===== src/rtl/sram_mem_ctrl_pkg.sv =====
// Shared definitions for the MEM-stage SRAM controller.
//   state_e          : controller FSM encoding
//   op_e             : latched access direction
//   SRAM_DW          : external SRAM data bus width (half-word)
//   DEF_WAIT_CYCLES  : default number of cycles each half-word phase is held
package sram_mem_ctrl_pkg;

  typedef enum logic [1:0] {
    IDLE = 2'd0,
    LOW  = 2'd1,
    HIGH = 2'd2,
    DONE = 2'd3
  } state_e;

  typedef enum logic {
    OP_READ  = 1'b0,
    OP_WRITE = 1'b1
  } op_e;

  localparam int SRAM_DW         = 16;
  localparam int DEF_WAIT_CYCLES = 5;

endpackage


===== src/rtl/sram_mem_ctrl_if.sv =====
// Bundle of the MEM-stage request/response signals and the external SRAM pins.
//   slave  : controller view (takes requests, drives SRAM pins)
//   master : pipeline + SRAM side view (issues requests, supplies read data)
// Signals:
//   rd_en, wr_en, address, wr_data : MEM-stage request
//   rd_data, ready                 : registered load result, pipeline freeze (0)
//   sram_addr, sram_dq_out, sram_dq_drive, sram_we_n : SRAM outputs
//   sram_dq_in                     : SRAM data bus, read side
interface sram_mem_ctrl_if
  import sram_mem_ctrl_pkg::*;
#(
  parameter int ADDR_W = 18
) ();

  logic               rd_en;
  logic               wr_en;
  logic [31:0]        address;
  logic [31:0]        wr_data;
  logic [31:0]        rd_data;
  logic               ready;
  logic [ADDR_W-1:0]  sram_addr;
  logic [SRAM_DW-1:0] sram_dq_in;
  logic [SRAM_DW-1:0] sram_dq_out;
  logic               sram_dq_drive;
  logic               sram_we_n;

  modport slave (
    input  rd_en, wr_en, address, wr_data, sram_dq_in,
    output rd_data, ready, sram_addr, sram_dq_out, sram_dq_drive, sram_we_n
  );

  modport master (
    output rd_en, wr_en, address, wr_data, sram_dq_in,
    input  rd_data, ready, sram_addr, sram_dq_out, sram_dq_drive, sram_we_n
  );

endinterface


===== src/rtl/sram_wait_counter.sv =====
// Up-counter timing one half-word phase.
//   clk, rst : clock, synchronous active-high reset
//   clr_i    : synchronous clear (wins over en_i)
//   en_i     : count enable
//   tc_o     : high while the count equals TERMINAL
module sram_wait_counter #(
  parameter int WIDTH    = 3,
  parameter int TERMINAL = 4
) (
  input  logic clk,
  input  logic rst,
  input  logic clr_i,
  input  logic en_i,
  output logic tc_o
);

  logic [WIDTH-1:0] cnt_q;
  logic [WIDTH-1:0] cnt_d;

  always_comb begin
    cnt_d = cnt_q;
    if (clr_i) begin
      cnt_d = '0;
    end else if (en_i) begin
      cnt_d = cnt_q + 1'b1;
    end
  end

  always_ff @(posedge clk) begin
    if (rst) begin
      cnt_q <= '0;
    end else begin
      cnt_q <= cnt_d;
    end
  end

  assign tc_o = (cnt_q == WIDTH'(TERMINAL));

endmodule


===== src/rtl/sram_mem_ctrl.sv =====
// MEM-stage data-memory controller for a 16-bit asynchronous SRAM.
// Each 32-bit access is split into a low then a high half-word phase, each
// held for WAIT_CYCLES cycles; ready stays low to freeze the pipeline until
// the DONE cycle.
//   clk, rst : clock, synchronous active-high reset
//   bus      : sram_mem_ctrl_if.slave (request, response and SRAM pins)
module sram_mem_ctrl
  import sram_mem_ctrl_pkg::*;
#(
  parameter int ADDR_W      = 18,
  parameter int WAIT_CYCLES = DEF_WAIT_CYCLES
) (
  input  logic           clk,
  input  logic           rst,
  sram_mem_ctrl_if.slave bus
);

  localparam int CNT_W = (WAIT_CYCLES > 2) ? $clog2(WAIT_CYCLES) : 1;

  state_e              state_q;
  state_e              state_d;
  logic [ADDR_W-2:0]   addr_q;
  logic [31:0]         data_q;
  op_e                 op_q;
  logic [31:0]         rd_data_q;

  logic                req;
  logic                cnt_clr;
  logic                cnt_en;
  logic                cnt_tc;
  logic                in_phase;

  logic [ADDR_W-1:0]   sram_addr;
  logic [SRAM_DW-1:0]  sram_dq_out;
  logic                sram_dq_drive;
  logic                sram_we_n;

  // Byte offset and bits above the SRAM range play no part in addressing.
  logic                unused_addr_bits;
  assign unused_addr_bits = ^{bus.address[31:ADDR_W+1], bus.address[1:0]};

  assign req = bus.rd_en | bus.wr_en;

  sram_wait_counter #(
    .WIDTH    (CNT_W),
    .TERMINAL (WAIT_CYCLES - 1)
  ) u_wait_counter (
    .clk   (clk),
    .rst   (rst),
    .clr_i (cnt_clr),
    .en_i  (cnt_en),
    .tc_o  (cnt_tc)
  );

  always_ff @(posedge clk) begin
    if (rst) begin
      state_q   <= IDLE;
      addr_q    <= '0;
      data_q    <= '0;
      op_q      <= OP_READ;
      rd_data_q <= '0;
    end else begin
      state_q <= state_d;
      if (state_q == IDLE && req) begin
        addr_q <= bus.address[ADDR_W:2];
        data_q <= bus.wr_data;
        // A simultaneous read and write request is treated as a write.
        op_q   <= bus.wr_en ? OP_WRITE : OP_READ;
      end
      // Read data is captured on the last count of each phase, after the
      // SRAM has had the full phase to settle.
      if (op_q == OP_READ && cnt_tc) begin
        if (state_q == LOW) begin
          rd_data_q[15:0] <= bus.sram_dq_in;
        end else if (state_q == HIGH) begin
          rd_data_q[31:16] <= bus.sram_dq_in;
        end
      end
    end
  end

  always_comb begin
    state_d       = state_q;
    cnt_clr       = 1'b0;
    cnt_en        = 1'b0;
    in_phase      = (state_q == LOW) || (state_q == HIGH);
    sram_addr     = '0;
    sram_dq_out   = '0;
    sram_dq_drive = 1'b0;
    sram_we_n     = 1'b1;

    unique case (state_q)
      IDLE: begin
        cnt_clr = 1'b1;
        if (req) begin
          state_d = LOW;
        end
      end
      LOW: begin
        if (cnt_tc) begin
          state_d = HIGH;
          cnt_clr = 1'b1;
        end else begin
          cnt_en = 1'b1;
        end
      end
      HIGH: begin
        if (cnt_tc) begin
          state_d = DONE;
          cnt_clr = 1'b1;
        end else begin
          cnt_en = 1'b1;
        end
      end
      DONE: begin
        state_d = IDLE;
        cnt_clr = 1'b1;
      end
      default: begin
        state_d = IDLE;
        cnt_clr = 1'b1;
      end
    endcase

    // SRAM pins decode only from registered state, so request inputs never
    // reach the pins combinationally.
    if (in_phase) begin
      sram_addr = {addr_q, (state_q == HIGH)};
      if (op_q == OP_WRITE) begin
        sram_dq_drive = 1'b1;
        sram_dq_out   = (state_q == HIGH) ? data_q[31:16] : data_q[15:0];
        // Strobe released on the last count so data is held past we_n rising.
        sram_we_n     = cnt_tc;
      end
    end
  end

  assign bus.sram_addr     = sram_addr;
  assign bus.sram_dq_out   = sram_dq_out;
  assign bus.sram_dq_drive = sram_dq_drive;
  assign bus.sram_we_n     = sram_we_n;
  assign bus.rd_data       = rd_data_q;
  assign bus.ready         = (state_q == DONE) || (state_q == IDLE && !req);

endmodule


===== src/flat_wrapper.sv =====
// flat-port wrapper written by rule: the top's interface ports become plain ports
module sram_mem_ctrl_flat import sram_mem_ctrl_pkg::*;
#(
  parameter int ADDR_W      = 18,
  parameter int WAIT_CYCLES = DEF_WAIT_CYCLES
)
  (clk, rst, bus_rd_en, bus_wr_en, bus_address, bus_wr_data, bus_sram_dq_in, bus_rd_data, bus_ready, bus_sram_addr, bus_sram_dq_out, bus_sram_dq_drive, bus_sram_we_n);
  sram_mem_ctrl_if #(.ADDR_W(ADDR_W)) bus_i ();
  input  logic clk;
  input  logic rst;
  input wire logic [$bits(bus_i.rd_en)-1:0] bus_rd_en;
  input wire logic [$bits(bus_i.wr_en)-1:0] bus_wr_en;
  input wire logic [$bits(bus_i.address)-1:0] bus_address;
  input wire logic [$bits(bus_i.wr_data)-1:0] bus_wr_data;
  input wire logic [$bits(bus_i.sram_dq_in)-1:0] bus_sram_dq_in;
  output wire logic [$bits(bus_i.rd_data)-1:0] bus_rd_data;
  output wire logic [$bits(bus_i.ready)-1:0] bus_ready;
  output wire logic [$bits(bus_i.sram_addr)-1:0] bus_sram_addr;
  output wire logic [$bits(bus_i.sram_dq_out)-1:0] bus_sram_dq_out;
  output wire logic [$bits(bus_i.sram_dq_drive)-1:0] bus_sram_dq_drive;
  output wire logic [$bits(bus_i.sram_we_n)-1:0] bus_sram_we_n;
  assign bus_i.rd_en = bus_rd_en;
  assign bus_i.wr_en = bus_wr_en;
  assign bus_i.address = bus_address;
  assign bus_i.wr_data = bus_wr_data;
  assign bus_i.sram_dq_in = bus_sram_dq_in;
  assign bus_rd_data = bus_i.rd_data;
  assign bus_ready = bus_i.ready;
  assign bus_sram_addr = bus_i.sram_addr;
  assign bus_sram_dq_out = bus_i.sram_dq_out;
  assign bus_sram_dq_drive = bus_i.sram_dq_drive;
  assign bus_sram_we_n = bus_i.sram_we_n;
  sram_mem_ctrl #(.ADDR_W(ADDR_W), .WAIT_CYCLES(WAIT_CYCLES)) u_core (.clk(clk), .rst(rst), .bus(bus_i));
endmodule

===== config.mk =====
export PLATFORM = sky130hd
export DESIGN_NAME = sram_mem_ctrl_flat
export DESIGN_NICKNAME = d
export VERILOG_FILES = /design/src/rtl/sram_mem_ctrl_pkg.sv /design/src/rtl/sram_mem_ctrl_if.sv /design/src/rtl/sram_wait_counter.sv /design/src/rtl/sram_mem_ctrl.sv /design/src/flat_wrapper.sv
export SDC_FILE = /design/constraint.sdc
export NUM_CORES = 1
export LEC_CHECK = 0
export CAP_MARGIN = 20
export CORE_ASPECT_RATIO = 1.75
export CORE_MARGIN = 10
export CORE_UTILIZATION = 32
export CTS_CLUSTER_DIAMETER = 80
export CTS_CLUSTER_SIZE = 30
export DETAILED_ROUTE_END_ITERATION = 16
export PLACE_DENSITY = 0.67
export SLEW_MARGIN = 20
export SYNTH_ARGS = -nofsm -noshare
export SYNTH_HDL_FRONTEND = slang
export SYNTH_HIERARCHICAL = 1
export SYNTH_SLANG_ARGS = --single-unit

===== constraint.sdc =====
create_clock -name clk -period 5.2 [get_ports clk]
set_input_delay 0.52 -clock clk [delete_from_list [all_inputs] [get_ports clk]]
set_output_delay 0.52 -clock clk [all_outputs]
set_load 0.01 [all_outputs]

======== Word level (Yosys, flattened, before mapping) ========
Index checks and enable logic that the tools add are counted.
storage, ports and cells
  input bits .............................. 84
  logic and storage cells ................. 48
  output and inout port bits .............. 69
  bits in registers ....................... 87
operators by class
  mux-type cells .......................... 17
  reduce and logical (&&, ||, !) cells .... 13
  add/sub/neg operators ................... 1
  equality and inequality tests ........... 7
  bitwise logic cells ..................... 3
operator list
  cell                                                                   count
  16-bit two-way mux                                                     3
  18-bit two-way mux                                                     1
  1-bit two-way mux                                                      8
  2-bit one-hot mux with 4 select lines                                  1
  2-bit two-way mux                                                      3
  2-bit by 1-bit != test with 1-bit output, second input constant        3
  3-bit AND reduction                                                    2
  2-bit OR reduction                                                     3
  2-bit equality test, second input constant                             2
  3-bit by 1-bit adder with 3-bit output, second input constant          1
  3-bit equality test, second input constant                             1
  1-bit logical AND                                                      3
  2-bit by 1-bit equality test with 1-bit output, second input constant  1
  2-bit zero test                                                        1
  1-bit logical OR                                                       2
  1-bit NOT                                                              2
  1-bit one-hot mux with 2 select lines                                  1
  2-bit AND reduction                                                    1
  1-bit zero test                                                        1
  1-bit OR                                                               1

======== Logic depth before layout (Yosys ltp) ========
Gate-level depths: netlist of the first run.
  depth in word-level cells ............... 4
  gate-level depth with buffers ........... 8
  mapped depth without buffers ............ 7

======== Cells and area by module ========
The synthesis of the first run kept the hierarchy.
modules (own cells, without submodules)
  module             seq. area each (um2)  cells an instance  area an instance (um2)  times used
  sram_mem_ctrl      1681.6                438                3457.1                  1
  sram_wait_counter  60.1                  16                 153.9                   1

======== Worst setup path before layout of the first run ========
OpenSTA, ideal clock, no wires.
  path type ............................... register -> output
  from .................................... reg u_core.state_q[0]
  to ...................................... out bus_sram_we_n
  data required time ...................... 4.680 ns
  path buffers ............................ 1
  cell stages (with the launch flop) ...... 6
  slack ................................... 3.241 ns
  arrival ................................. 1.439 ns
  path through ............................ dfxtp_1 > inv_1 > ha_1 > clkbuf_1 > nor2b_1 > nand2_1
between the ends
  word-level cells in the longest chain between the ends .. 3
  elaborated cells on any way between the ends .. 4
  classes of those cells .................. 2 x eq/ne; 1 x mux; 1 x reduce/logical
RTL lines
  item                                                                                          line                  RTL
  start: declaration                                                                            sram_mem_ctrl.sv:20   state_e state_q;
  start signal: assignment                                                                      sram_mem_ctrl.sv:63   state_q <= state_d;
  2-bit by 1-bit equality test with 1-bit output / 2-bit equality test (equally long branches)  sram_mem_ctrl.sv:86   in_phase = (state_q == LOW) || (state_q == HIGH);
  1-bit logical OR (*)                                                                          sram_mem_ctrl.sv:86
  1-bit two-way mux (*)                                                                         sram_mem_ctrl.sv:127  if (in_phase) begin
  end: declaration                                                                              flat_wrapper.sv:21    output wire logic [$bits(bus_i.sram_we_n)-1:0] bus_sram_we_n;
Every way passes the cells marked *; elsewhere a longest branch is shown, timed or not.

======== Final worst setup path of the first run ========
  from .................................... reg u_core.state_q[0]
  to ...................................... out bus_sram_dq_out[2]
between the ends
  word-level cells in the longest chain between the ends .. 4
  elaborated cells on any way between the ends .. 6
  classes of those cells .................. 2 x eq/ne; 3 x mux; 1 x reduce/logical
RTL lines
  item                    line                                       RTL
  2-bit equality test     sram_mem_ctrl.sv:86, sram_mem_ctrl.sv:131
  16-bit two-way mux      sram_mem_ctrl.sv:131                       sram_dq_out = (state_q == HIGH) ? data_q[31:16] : data_q[15:0];
  16-bit two-way mux      sram_mem_ctrl.sv:129                       if (op_q == OP_WRITE) begin
  16-bit two-way mux (*)  sram_mem_ctrl.sv:127
  end: declaration        flat_wrapper.sv:19                         output wire logic [$bits(bus_i.sram_dq_out)-1:0] bus_sram_dq_out;
Marks and branches as above.

==> results of run 1 <==
worst min-delay path by stage:
stage / endpoint / start / cells past startpoint / slack (ns)
final: u_core/addr_q[5] / u_core/addr_q[5] / 2 / 0.45
after global routing: u_core/addr_q[5] / u_core/addr_q[5] / 2 / 0.46
after CTS: u_core/addr_q[5] / u_core/addr_q[5] / 2 / 0.45
after detailed placement: u_core/addr_q[5] / u_core/addr_q[5] / 2 / 0.44
after global placement: u_core/addr_q[6] / u_core/addr_q[6] / 2 / 0.44
after floorplan: u_core/addr_q[0] / u_core/addr_q[0] / 2 / 0.43
worst reg2reg max path: cells and delay by family (launching register included):
family                     cells  cell delay [ns]
adders and majority gates      1             0.61
AOI/OAI and AO/OA              1             0.07
DFF                            1             0.35
and+or+nand+nor                2             1.04
buffers and inverters          1             0.12
kinds of logic (layout without fill, tap and decap cells):
kind of cell / after synthesis / in the layout / share of synthesized area
adder cells (fa/ha/maj): 7 / 7 / 0.0243
flip-flops: 87 / 87 / 0.482
XOR/XNOR: 1 / 1 / 0.00243
buffers and inverters: 37 / 161 / 0.0537
multiplexers: 18 / 18 / 0.0499
AO/OA/AOI/OAI: 91 / 91 / 0.143
AND/OR/NAND/NOR: 213 / 213 / 0.245
stage by stage:
step	utilization	power (mW)	hold WS, ns	area (µm²)
6_report	0.476	2.02	0.451	5280
5_1_grt	0.476	2.14	0.464	5280
4_1_cts	0.476	2.05	0.451	5280
3_5_place_dp	0.450	1.42	0.442	5000
3_3_place_gp	0.450	1.40	0.438	4990
2_1_floorplan	-	1.20	0.432	3610
cells in the mapped netlist:
cell type,count,share of area
a21bo_2,1,0.0028
a21boi_0,1,0.0021
a21o_1,1,0.0021
a21oi_1,74,0.10
a21oi_2,10,0.024
and2_1,18,0.031
and3b_1,1,0.0024
and4bb_1,1,0.0035
buf_1,5,0.0052
buf_2,10,0.014
buf_4,5,0.010
buf_6,3,0.0094
clkbuf_1,7,0.0073
clkbuf_2,1,0.0014
dfxtp_1,87,0.48
ha_1,7,0.024
inv_1,6,0.0062
mux2i_1,18,0.050
nand2_1,166,0.17
nand2b_1,2,0.0035
nand3b_1,2,0.0042
nand4bb_1,1,0.0031
nor2_1,20,0.021
nor2b_1,1,0.0017
o21a_1,1,0.0021
o21a_2,1,0.0024
o21ai_2,1,0.0024
o21bai_1,1,0.0021
or2_1,1,0.0017
xnor2_1,1,0.0024
final cells by class:
class	instances	area, µm²	area share
clock buffer	9	225	0.0426
multi-input combinational	330	1690	0.319
timing repair buffer	139	1380	0.261
tap	132	165	0.0313
sequential	87	1740	0.330
clock inverter	7	62.6	0.0118
inverter	6	22.5	0.00426
registers in the layout (all words and copies together), names as in the netlist:
| name | cells |
|---|---|
| u_core/state_q | 2 |
| u_core/addr_q | 17 |
| u_core/u_wait_counter/cnt_q | 3 |
| u_core/data_q | 32 |
| u_core/bus.rd_data | 32 |
| u_core/op_q | 1 |
where the power goes:
group          switching, mW  leakage, nW  internal [mW]
Clock                  0.287        0.139          0.334
Sequential            0.0553        0.711          0.767
Combinational          0.326         1.03          0.247
layer usage:
layer  wire length, µm  vias up
li1                  -     1695
met1              3950     1540
met2              5710      106
met3              1220       11
met4               208        0
met5                 0        -
==> impl_metrics.json, run 1 <==
{
  "instances_no_fill": 710,
  "r2r_slack_ns": 2.88,
  "power_leakage_nw": 1.88,
  "period_minus_slack_ns": 3.41,
  "synth.cell_area_um2": 3610,
  "r2r_cells": 5,
  "clock_latency_ns": 0.34,
  "placedCellCount": 694,
  "power.density_nw_per_um2": 381,
  "via_per_inst": 4.72,
  "final_hold_viol_count": 0,
  "cts_buffer_depth": 2,
  "finalMaxSlewViolations": 0,
  "place_congestion": 0.775,
  "clkTransAtPathRegs_ns": 0.06,
  "endpoint": "bus_sram_dq_out[2]",
  "dr.pass1.iters": 4,
  "reg2reg_to": "u_core/bus.rd_data[28]",
  "num_antenna_cells": 0,
  "clock.fmax_ghz": 0.294,
  "grtUsageTotal": 0.137,
  "path_cells": "inv_1 -> ha_1 -> nand2_1 -> nor2_1 -> clkdlybuf4s50_1",
  "fin_tns_setup_ns": 0,
  "worstReg2RegStart": "u_core/state_q[0]",
  "crit_required_ns": 4.68,
  "htreeDepth": 3,
  "drv_cap": 0,
  "wire_per_inst_um": 15.6,
  "final_cell_mix": "166 x nand2_1, 136 x clkdlybuf4s50_1, 87 x dfxtp_1",
  "rsz0062_at_grt": "false",
  "slowest_delay_ns": 0.69,
  "numPortBuffers": 137,
  "crit_start": "u_core/state_q[0]",
  "cp.depth": 5,
  "worstPathArrival_ns": 2.89,
  "avgSynthCellArea_um2": 7.95,
  "synth_nets": 545,
  "grt_pass1_wl_mm": 17.7,
  "dp_slack_ns": 2.16,
  "drive_gt1_frac": 0.0571,
  "postCtsSetupBuffers": 0,
  "drt_iter0_drc": 89,
  "grt_use_met3": 0.0722,
  "worst-path-buf-inv": 2,
  "path_max_fanout": 20,
  "start_kind": "flip-flop",
  "critical-path-top-delay-family": "simple AND/OR/NAND/NOR gates",
  "via_count": 3352,
  "die_w_um": 100,
  "grt_max_degree": 51,
  "grt-busiest-layer": "met2",
  "fin_ws_ns": 1.79,
  "antenna_found_initial": 1,
  "ios": 153,
  "grt-ovfl-total": 0,
  "drtAntennaViolNets": 0,
  "skew_ns": 0.00828,
  "yosys.cell_types.count": 30,
  "areaGrowthSynthToFinish_pct": 46.3,
  "worstHoldPathType": "flip-flop to flip-flop",
  "cts_sinks": 87,
  "slowest_stage": "ha_1",
  "cts_tree": "built",
  "drc": 0,
  "finalSetupViolations": 0,
  "layout.nets": 664,
  "core-area_um2": 11100,
  "ys_seq_area_frac": 0.482,
  "die_h_um": 161,
  "cts_resized": 0,
  "yosysWarnings": 6,
  "fillers": 1113,
  "use_met1": 0.131,
  "slew_headroom": 0.361,
  "setup.worst_path.end_class": "primary output",
  "dp_hpwl_mm": 8.12,
  "die_area_um2": 16100,
  "cts_hold_buf": 0,
  "met2_usage": 0.238,
  "final_common_cell": "nand2_1",
  "numCtsBuffers": 9,
  "grt_pass1_vias": 3482,
  "cts_root_buffer": "clkbuf_16",
  "routed_wl_mm": 11.1,
  "fin_crit_sh": 0.655,
  "synth-seq-cells": 87,
  "rows": 51,
  "synthCells": 454,
  "peakVddDrop_mv": 0.203,
  "status": "completed",
  "worstMarginPinSlew_ns": 0.959,
  "worst-setup-path-type": "flip-flop to primary output",
  "start_util": 0.325
}
Power figures use the tool's default switching activity.
==> run 2: changes to the inputs <==
Clock period 5.2 ns to 3.2 ns, I/O delays scaled along.
==> run 2 against run 1 <==
Compared with the run above:
- core utilization is 0.55 points higher
- count of clock-buffer cells in the layout rose by 2
- worst setup slack got worse by 1.4 ns
- worst hold slack worse by 0.00076 ns
- clock skew fell by 0.00077 ns
- sequential power up 62%
- sequential share of layout area shrank 0.38 points
- wire length shrank 2.5%
- critical path depth is 1 higher
- combinational power grew 64%
==> impl_metrics.json, run 2 (synthesis results as in run 1) <==
{
  "finalMaxSlewViolations": 0,
  "dr.pass1.iters": 5,
  "status": "completed",
  "final_cell_area_um2": 5350,
  "num_antenna_cells": 0,
  "fillers": 1088,
  "power.density_nw_per_um2": 635,
  "dp_slack_ns": 0.678,
  "numPortBuffers": 137,
  "grt_max_degree": 52,
  "fin_tns_setup_ns": 0,
  "multiInputGateArea_um2": 1680,
  "grt-ovfl-total": 0,
  "path_cells": "inv_1 -> ha_1 -> buf_4 -> nor2b_1 -> nand2_1 -> clkdlybuf4s50_1",
  "crit_start": "u_core/state_q[1]",
  "seq_area_um2": 1740,
  "cts_resized": 0,
  "placed_area_um2": 5020,
  "wire_per_inst_um": 15.2,
  "die_area_um2": 16100,
  "start_kind": "flip-flop",
  "areaGrowthSynthToFinish_pct": 48.0,
  "utilization": 0.481,
  "drc": 0,
  "finalSetupViolations": 0,
  "total_power_mw": 3.39,
  "fin_ws_ns": 0.348,
  "numCtsBuffers": 9,
  "start_util": 0.325,
  "period_minus_slack_ns": 2.85,
  "cts_sinks": 87,
  "grtUsageTotal": 0.134,
  "routed_wl_mm": 10.8,
  "drt_iter0_drc": 127,
  "via_count": 3336,
  "crit_required_ns": 2.88,
  "placedCellCount": 696,
  "cts_hold_buf": 0,
  "core-area_um2": 11100,
  "die_h_um": 161,
  "cts_tree": "built",
  "worst-path-buf-inv": 3,
  "worstMarginPinSlew_ns": 0.959,
  "endpoint": "bus_sram_we_n",
  "die_w_um": 100,
  "postCtsSetupBuffers": 0,
  "path_max_fanout": 13,
  "cts_buffer_depth": 2,
  "grt_pass1_wl_mm": 17.5,
  "clock_latency_ns": 0.33,
  "critical-path-top-delay-family": "buffers and inverters",
  "peakVddDrop_mv": 0.309,
  "rsz0062_at_grt": "false",
  "slowest_stage": "clkdlybuf4s50_1",
  "ios": 153,
  "clock.fmax_ghz": 0.351,
  "final_cell_mix": "166 x nand2_1, 136 x clkdlybuf4s50_1, 87 x dfxtp_1",
  "layout.nets": 666,
  "setup.worst_path.end_class": "primary output",
  "worstHoldPathType": "flip-flop to flip-flop",
  "instances_no_fill": 712,
  "final_hold_viol_count": 0,
  "timing.hold.ws_ns": 0.451,
  "rows": 51,
  "power_leakage_nw": 1.91,
  "r2r_cells": 6,
  "htreeDepth": 3,
  "slowest_delay_ns": 0.51,
  "worst-setup-path-type": "flip-flop to primary output",
  "slew_headroom": 0.361,
  "grt_pass1_vias": 3418,
  "clkTransAtPathRegs_ns": 0.06,
  "worstPathArrival_ns": 2.53,
  "dp_hpwl_mm": 8.00,
  "cp.depth": 6,
  "via_per_inst": 4.69,
  "place_congestion": 0.778,
  "drive_gt1_frac": 0.0569,
  "r2r_slack_ns": 1.08,
  "drv_cap": 0,
  "skew_ns": 0.00751,
  "drtAntennaViolNets": 0,
  "worstReg2RegStart": "u_core/state_q[0]",
  "final_common_cell": "nand2_1",
  "antenna_found_initial": 0,
  "reg2reg_to": "u_core/bus.rd_data[30]",
  "fin_crit_sh": 0.891,
  "cts_root_buffer": "clkbuf_16"
}
[run 2: routing by layer]
layer / part of all wire / wire, µm / vias to the layer above / GRT usage
met5: 0 / 0 / - / 0
met4: 0.0068 / 74 / 0 / 0.0477
met3: 0.10 / 1090 / 5 / 0.0653
met2: 0.52 / 5590 / 95 / 0.229
met1: 0.37 / 4050 / 1537 / 0.138
li1: - / - / 1699 / -
[run 2: worst reg2reg max path, stage by stage (launching register included)]
cell	delay [ns]
dfxtp_1	0.34
inv_1	0.11
ha_1	0.16
buf_4	0.33
nand4bb_1	0.66
nand2_1	0.32
a21oi_2	0.08
[run 2: final cells by class]
class / count / area share
inverter: 6 / 0.00421
tap: 132 / 0.0309
multi-input combinational: 330 / 0.315
clock buffer: 11 / 0.0454
clock inverter: 5 / 0.0152
timing repair buffer: 141 / 0.264
sequential: 87 / 0.326
[run 2: worst min path at each step]
stage                      start                end  slack, ns  cells past startpoint
6_report        u_core/addr_q[3]   u_core/addr_q[3]       0.45                      2
5_1_grt        u_core/data_q[14]  u_core/data_q[14]       0.47                      2
4_1_cts        u_core/addr_q[12]  u_core/addr_q[12]       0.45                      2
3_5_place_dp    u_core/addr_q[6]   u_core/addr_q[6]       0.44                      2
3_3_place_gp    u_core/addr_q[7]   u_core/addr_q[7]       0.44                      2
2_1_floorplan   u_core/addr_q[0]   u_core/addr_q[0]       0.43                      2
[run 2: power breakdown]
part | total (mW) | leakage (nW) | internal, mW | switching (mW)
Combinational | 0.939 | 1.05 | 0.412 | 0.527
Clock | 1.12 | 0.156 | 0.705 | 0.414
Sequential | 1.33 | 0.711 | 1.25 | 0.0884
Total | 3.39 | 1.91 | 2.36 | 1.03
